==> config.mk <==
export PLATFORM = sky130hd
export DESIGN_NAME = poly_alu_seq
export DESIGN_NICKNAME = d
export VERILOG_FILES = /design/src/rtl/poly_seq_pkg.sv /design/src/rtl/poly_seq_lfsr.sv /design/src/rtl/poly_alu_seq.sv
export SDC_FILE = /design/constraint.sdc
export NUM_CORES = 1
export LEC_CHECK = 0
export CORE_AREA = 2 2 158 122
export CTS_CLUSTER_DIAMETER = 150
export CTS_CLUSTER_SIZE = 8
export DETAILED_ROUTE_END_ITERATION = 10
export DIE_AREA = 0 0 160 124
export GPL_ROUTABILITY_DRIVEN = 0
export PLACE_DENSITY_LB_ADDON = 0.2
export SLEW_MARGIN = 20
export SYNTH_ARGS = -nofsm -noshare
export SYNTH_HDL_FRONTEND = slang
export SYNTH_SLANG_ARGS = --single-unit
==> constraint.sdc <==
create_clock -name poly_clk -period 3.1 [get_ports poly_clk]
set_input_delay 0.62 -clock poly_clk [delete_from_list [all_inputs] [get_ports poly_clk]]
set_output_delay 0.62 -clock poly_clk [all_outputs]
set_load 0.005 [all_outputs]
==> src/rtl/poly_seq_pkg.sv <==
// poly_seq_pkg: shared definitions for the polynomial ALU sequencer.
//   state_t          - sequencer FSM states
//   MODE_* constants - bit positions inside the 10-bit ALU mode word
//   ALU_LAT_DEF      - default enable-to-valid latency of the ALU
//   LFSR_TAPS        - Fibonacci taps 16,14,13,11 as a bit mask
//   LFSR_ZERO_SUB    - replacement for an all-zero LFSR seed
package poly_seq_pkg;

  typedef enum logic [1:0] {
    IDLE  = 2'd0,
    ISSUE = 2'd1,
    DRAIN = 2'd2,
    DONE  = 2'd3
  } state_t;

  localparam int MODE_MM_B_SEL    = 8;
  localparam int MODE_MA_FEEDBACK = 9;

  localparam int ALU_LAT_DEF = 5;

  localparam logic [15:0] LFSR_TAPS     = 16'hB400;
  localparam logic [15:0] LFSR_ZERO_SUB = 16'hACE1;

  function automatic logic lfsr_feedback(input logic [15:0] s);
    return ^(s & LFSR_TAPS);
  endfunction

endpackage

==> src/rtl/poly_seq_lfsr.sv <==
// poly_seq_lfsr: 16-bit Fibonacci LFSR that paces dummy-op insertion.
// Ports:
//   clk, rst - clock, synchronous active-high reset
//   load     - load from seed (a zero seed is replaced by LFSR_ZERO_SUB)
//   step     - advance one position
//   seed     - load value
//   value    - current LFSR state
module poly_seq_lfsr
  import poly_seq_pkg::*;
(
  input  logic        clk,
  input  logic        rst,
  input  logic        load,
  input  logic        step,
  input  logic [15:0] seed,
  output logic [15:0] value
);

  always_ff @(posedge clk) begin
    if (rst) begin
      value <= '0;
    end else if (load) begin
      value <= (seed == 16'h0000) ? LFSR_ZERO_SUB : seed;
    end else if (step) begin
      value <= {value[14:0], lfsr_feedback(value)};
    end
  end

endmodule

==> src/rtl/poly_alu_seq.sv <==
// poly_alu_seq: command-driven sequencer for the polynomial ALU datapath.
// Accepts one vector command, streams coefficient read addresses (one per
// cycle), drives ALU enable/mode, and converts tagged ALU results into
// destination writes.
// Optional build macro: POLY_SEQ_DUMMY_EN inserts LFSR-paced dummy ops.
// Ports:
//   poly_clk, poly_rst          - clock, synchronous active-high reset
//   cmd_*                       - command fields, handshake cmd_valid/cmd_ready
//   lfsr_seed                   - dummy-insertion seed (used only with macro)
//   rd_en, rd_addr_a, rd_addr_b - coefficient RAM reads (1-cycle latency)
//   alu_enable, alu_mode, alu_decompose, alu_compress, alu_duv_mode - ALU controls
//   alu_valid                   - ALU result valid
//   wr_en, wr_addr              - destination writes of ALU results
//   busy, done, err             - status: non-idle, completion pulse, sticky misalignment
module poly_alu_seq
  import poly_seq_pkg::*;
#(
  parameter int AW      = 10,
  parameter int LW      = 9,
  parameter int ALU_LAT = ALU_LAT_DEF
) (
  input  logic          poly_clk,
  input  logic          poly_rst,
  input  logic          cmd_valid,
  output logic          cmd_ready,
  input  logic [9:0]    cmd_mode,
  input  logic [1:0]    cmd_decompose,
  input  logic [1:0]    cmd_compress,
  input  logic [1:0]    cmd_duv_mode,
  input  logic [AW-1:0] cmd_src_a,
  input  logic [AW-1:0] cmd_src_b,
  input  logic [AW-1:0] cmd_dst,
  input  logic [LW-1:0] cmd_len,
  input  logic [15:0]   lfsr_seed,
  output logic          rd_en,
  output logic [AW-1:0] rd_addr_a,
  output logic [AW-1:0] rd_addr_b,
  output logic          alu_enable,
  output logic [9:0]    alu_mode,
  output logic [1:0]    alu_decompose,
  output logic [1:0]    alu_compress,
  output logic [1:0]    alu_duv_mode,
  input  logic          alu_valid,
  output logic          wr_en,
  output logic [AW-1:0] wr_addr,
  output logic          busy,
  output logic          done,
  output logic          err
);

  state_t        state;
  logic [AW-1:0] src_a_q, src_b_q, dst_q;
  logic [LW-1:0] len_q;
  logic [LW-1:0] icnt;   // real ops issued so far
  logic [LW-1:0] wcnt;   // destination writes completed so far
  logic          rd_tag; // tag of the op currently on rd_en: 1 real, 0 dummy
  logic [ALU_LAT:0] vld_pipe;
  logic [ALU_LAT:0] tag_pipe;
  logic          do_dummy;

`ifdef POLY_SEQ_DUMMY_EN
  logic [15:0] lfsr;
  logic [1:0]  dummy_run;
  logic        accept;

  assign accept = (state == IDLE) && cmd_valid;

  poly_seq_lfsr u_lfsr (
    .clk   (poly_clk),
    .rst   (poly_rst),
    .load  (accept),
    .step  (state == ISSUE),
    .seed  (lfsr_seed),
    .value (lfsr)
  );

  // Third consecutive candidate dummy is forced real.
  assign do_dummy = (lfsr[1:0] == 2'b00) && (dummy_run != 2'd2);
`else
  logic unused_seed;
  assign unused_seed = ^lfsr_seed;
  assign do_dummy    = 1'b0;
`endif

  assign cmd_ready = (state == IDLE);
  assign busy      = (state != IDLE);

  // Results leave the ALU and go straight to the destination RAM.
  assign wr_en   = alu_valid && tag_pipe[ALU_LAT];
  assign wr_addr = dst_q + AW'(wcnt);

  // Read outputs are registered one step ahead: the op decided on an edge
  // appears on rd_en/rd_addr for the following cycle, so the first op is
  // issued on the accept edge and icnt counts ops already on the bus.
  always_ff @(posedge poly_clk) begin
    if (poly_rst) begin
      state         <= IDLE;
      src_a_q       <= '0;
      src_b_q       <= '0;
      dst_q         <= '0;
      len_q         <= '0;
      icnt          <= '0;
      wcnt          <= '0;
      rd_tag        <= 1'b0;
      rd_en         <= 1'b0;
      rd_addr_a     <= '0;
      rd_addr_b     <= '0;
      alu_enable    <= 1'b0;
      alu_mode      <= '0;
      alu_decompose <= '0;
      alu_compress  <= '0;
      alu_duv_mode  <= '0;
      vld_pipe      <= '0;
      tag_pipe      <= '0;
      done          <= 1'b0;
      err           <= 1'b0;
`ifdef POLY_SEQ_DUMMY_EN
      dummy_run     <= '0;
`endif
    end else begin
      // ---- ALU tracking: rd_en -> alu_enable -> ALU_LAT -> alu_valid ----
      alu_enable <= rd_en;
      vld_pipe   <= {vld_pipe[ALU_LAT-1:0], rd_en};
      tag_pipe   <= {tag_pipe[ALU_LAT-1:0], rd_en & rd_tag};
      if (alu_valid != vld_pipe[ALU_LAT]) err <= 1'b1;
      if (wr_en) wcnt <= wcnt + LW'(1);
      done <= 1'b0;

      // ---- command FSM ----
      case (state)
        IDLE: begin
          if (cmd_valid) begin
            src_a_q       <= cmd_src_a;
            src_b_q       <= cmd_src_b;
            dst_q         <= cmd_dst;
            len_q         <= cmd_len;
            wcnt          <= '0;
            alu_mode      <= cmd_mode;
            alu_decompose <= cmd_decompose;
            alu_compress  <= cmd_compress;
            alu_duv_mode  <= cmd_duv_mode;
`ifdef POLY_SEQ_DUMMY_EN
            dummy_run     <= '0;
`endif
            if (cmd_len == '0) begin
              icnt  <= '0;
              state <= DONE;
              done  <= 1'b1;
            end else begin
              // First op is always real: a dummy needs a prior real address.
              icnt      <= LW'(1);
              rd_en     <= 1'b1;
              rd_tag    <= 1'b1;
              rd_addr_a <= cmd_src_a;
              rd_addr_b <= cmd_src_b;
              state     <= ISSUE;
            end
          end
        end
        ISSUE: begin
          if (icnt == len_q) begin
            rd_en  <= 1'b0;
            rd_tag <= 1'b0;
            state  <= DRAIN;
          end else if (do_dummy) begin
            // Addresses held: the dummy repeats the previous real op.
            rd_en  <= 1'b1;
            rd_tag <= 1'b0;
`ifdef POLY_SEQ_DUMMY_EN
            dummy_run <= dummy_run + 2'd1;
`endif
          end else begin
            rd_en     <= 1'b1;
            rd_tag    <= 1'b1;
            rd_addr_a <= src_a_q + AW'(icnt);
            rd_addr_b <= src_b_q + AW'(icnt);
            icnt      <= icnt + LW'(1);
`ifdef POLY_SEQ_DUMMY_EN
            dummy_run <= '0;
`endif
          end
        end
        DRAIN: begin
          // Look ahead by the write in flight so done lands right after it.
          if ((wcnt + LW'(wr_en)) == len_q) begin
            state <= DONE;
            done  <= 1'b1;
          end
        end
        DONE: begin
          state         <= IDLE;
          alu_mode      <= '0;
          alu_decompose <= '0;
          alu_compress  <= '0;
          alu_duv_mode  <= '0;
        end
        default: state <= IDLE;
      endcase
    end
  end

endmodule

==> summary.md <==
| Metric | Value |
|---|---|
| Status | `finished clean` |
| Antenna cell count | `0` |
| WHS Path Cells | `1` |
| Worst setup margin | `103.6 ps` |
| Die outline height | `124 um` |
| Core ar. | `18,180 sq um` |
| WP buf/inv | `1` |
| Die ar. | `approximately 20,000 sq um` |
| Antenna violations before repair | `0` |
| Cell taking the most area after synthesis | `dfxtp_1` |
| CP top delay family | `compound AO/OA/AOI/OAI gates` |
| Worst R2R Start | `icnt[0]` |
| Via count | `between 4,000 and 5,000` |
| Initial core utilization | `just under 30%` |
| HP Class | `flip-flop to flip-flop` |
| Fillers | `1,899` |
| Hold Crit Start | `vld_pipe[3]` |
| Design Area, Final | `just over 7000 sq um` |
| Worst skew pair latency | `350 ps` |
| Register area | `2086 sq um` |
| Finish-stage setup viols | `0` |
| Syn_nets | `between 700 and 800` |
| Nets@finish | `860` |
| Sequential area share after synthesis | `38.54%` |
| Placed cell areas | `6807 sq um` |
| CP arrival | `roughly 2400 ps` |
| WP data required | `2480 ps` |
| Vias per Instance | `4.774` |
| RSZ-0062 raised after global routing | `true` |
| GRT Total Usage | `between 10% and 20%` |
| Final Cycle Share | `approximately 97%` |
| Yosys reg bits | `104` |
| Max Cap Viol | `0` |
| Comb pwr share | `38.7%` |
| Startpoint types | `flip-flop` |
| Flop2flop setup slack | `540 ps` |
| Clock skew | `8.883 ps` |
| Flop pwr share | `36.9%` |
| Number of global-route vias before repair | `4,760` |
| ANT nets after route | `0` |
| Hold Fails Final Rpt | `0` |
| Async SR Flop Fraction | `0%` |
| Iter 0 DRT Violations | `191` |
| TritonCTS clock tree | `done` |
| Warnings, synthesis | `0` |
| Biggest cell delay along the critical path | `440 ps` |
| Most frequent CP cell | `a21oi_2` |
| Top-area cell type share of the netlist area | `38.54%` |
| Leak Pwr | `approximately 2.9 nW` |
| Remaining DRCs | `0` |
| Most frequent cell after synthesis | `nand2_1` |
| F_max | `0.3337 GHz` |
| Hold Path End | `vld_pipe[4]` |
| Fin Setup TNS | `0 ps` |
| Worst Setup SP | `dst_q[1]` |
| Total net switching power | `between 1.5 and 2 mW` |
| Post-synth EDFFs | `0` |
| First-pass GRT wire length | `23,780 um` |
| Power per cell area | `671.3 nW/um^2` |
| FF-to-FF End | `rd_addr_b[6]` |
| Drt total wl | `14,620 um` |
| Relative slew slack | `roughly a third` |
| Area of the multi-input gates | `between 3000 and 4000 sq um` |
| # H-tree levels | `3` |
| Tmin final | `about 3000 ps` |
| Clk root buf | `clkbuf_16` |
| Pin count of the biggest net entering global routing | `45` |
| Final-report max-slew violation count | `0` |
| # port buffers | `approximately 110` |
| Critical path class | `flip-flop to output port` |
| CP Max Fanout | `3` |
| Worst vdd ir | `0.0002744 V` |
| HPWL Detailed | `roughly 11,000 um` |
| Synth Instances | `640` |
| Number of library cell types mapped by synthesis | `56` |
| Internal power | `3.085 mW` |
| Die X | `160 um` |
| Commonest cells in the netlist | `nand2_1, dfxtp_1, nor2_1` |
| Total CTS buffers | `9` |
| Synth-to-Final Area Change | `31.98%` |
| Hold Slack | `437.8 ps` |
| Worst r2r path cells | `9` |
| Clock Path Buffers | `2` |
| Net Sw Frac | `between 30 and 40%` |
| Cell Chain, Critical Path | `ha_4, a21o_1, a21oi_2, o21bai_1, a2111o_1, a31o_2, a21oi_2, xnor2_1, buf_2` |
| WL/cell | `14.65 um` |
| FP Rows | `43` |
| Pre-CTS setup slack | `-68.50 ps` |
| Share of cells above drive strength 1 | `~7.7%` |
| Worst-Margin Slew | `1024 ps` |
| Congestion Overflow GR | `0` |
| Ports | `128` |
| CP endpoint kind | `output port` |
| Ys flop type | `dfxtp_1` |
| Drt first pass iters | `4` |
| Synthesized area per cell | `8.442 sq um` |
| Slowest-stage cell, CP | `a2111o_1` |
| Clock Power Share | `24.4%` |
| Area of the mapped netlist | `5403 sq um` |
| Clock Sinks | `around 100` |
| Reg clk slew, reported paths | `70 ps` |
| Largest cells by area after synthesis | `dfxtp_1, ha_1, nand2_1, a21oi_1, nor2_1` |
how the worst max path moves through the flow:
stage / endpoint / cells after the start / slack [ps]
CTS: wr_addr[9] / 9 / 6
global route: wr_addr[9] / 9 / -10
detailed placement: wr_addr[9] / 9 / -70
floorplan: wr_addr[9] / 8 / 450
finish: wr_addr[9] / 9 / 100
global placement: wr_addr[9] / 9 / -50
power groups by stage:
stage,clock [mW],combinational (mW),sequential [mW]
floorplan,0,1.12,1.77
global placement,0,1.84,1.79
detailed placement,0,1.87,1.80
CTS,1.21,1.87,1.77
global route,1.25,2.06,1.80
finish,1.17,1.85,1.77
layout make-up:
type | count | share of cell area [%]
clock buffers | 9 | 3.158
clock inverters | 7 | 0.9826
inverters | 13 | 0.6843
multi-input cells | 491 | 44.32
flip-flops and latches | 104 | 29.25
well taps | 247 | 4.334
repair buffers | 127 | 17.27
routing by layer:
| metal | global-route usage (%) | vias up | routed length [um] | share of wire, % |
|---|---|---|---|---|
| met1 | 19.26 | 2244 | 7084 | 48 |
| met4 | 2.140 | 0 | 69 | 0.47 |
| met5 | 0 | - | 0 | 0 |
| met2 | 24.49 | 90 | 6584 | 45 |
| li1 | - | 2422 | - | - |
| met3 | 5.361 | 8 | 885 | 6.1 |
cells by family after synthesis:
kind of cell / Yosys count / share of synthesized area [%]
multiplexers: 17 / 3.150
adder cells (fa/ha/maj): 39 / 9.449
AO/OA/AOI/OAI: 153 / 17.95
flip-flops: 104 / 38.54
XOR/XNOR: 52 / 8.430
buffers and inverters: 45 / 3.497
AND/OR/NAND/NOR: 230 / 18.99
metrics by stage:
stage                     instances  power (mW)  utilization [%]
after floorplan                 640       2.894                -
after global placement          981       3.625            37.41
after detailed placement        981       3.668            37.43
after CTS                       997       4.857            39.07
after global routing            998       5.115            39.21
final                           998       4.787            39.21
cells in the final DEF, fill, tap and decap left out, types with 5 or more instances in the layout:
cell type        count
a211oi_1            17
a21o_1               9
a21oi_1             63
a22oi_1             15
buf_4               14
clkbuf_16            9
clkdlybuf4s50_1    106
dfxtp_1            101
ha_1                34
inv_1               13
mux2i_1             17
nand2_1            105
nand2b_1             5
nand3_1              7
nand4_1              8
nor2_1              68
nor2b_1              8
nor3_1               6
o211ai_1             5
o21ai_0             17
xnor2_1             26
xor2_1              26
repair_timing:
item                       4_1_cts  5_1_grt
setup endpoints to repair        4        3
hold buffers                     0        0
pin swaps                        4        7
resized for setup               12        8
buffers inserted                 0        1
state kept, by name (all words and copies together), names as in the netlist:
signal	count
alu_mode	10
dst_q	10
rd_addr_a	10
rd_addr_b	10
src_a_q	10
src_b_q	10
icnt	9
len_q	9
wcnt	9
vld_pipe	6
alu_compress	2
alu_decompose	2
alu_duv_mode	2
state	2
done	1
err	1
rd_tag	1
No activity file was read; power rests on OpenSTA's default activity.
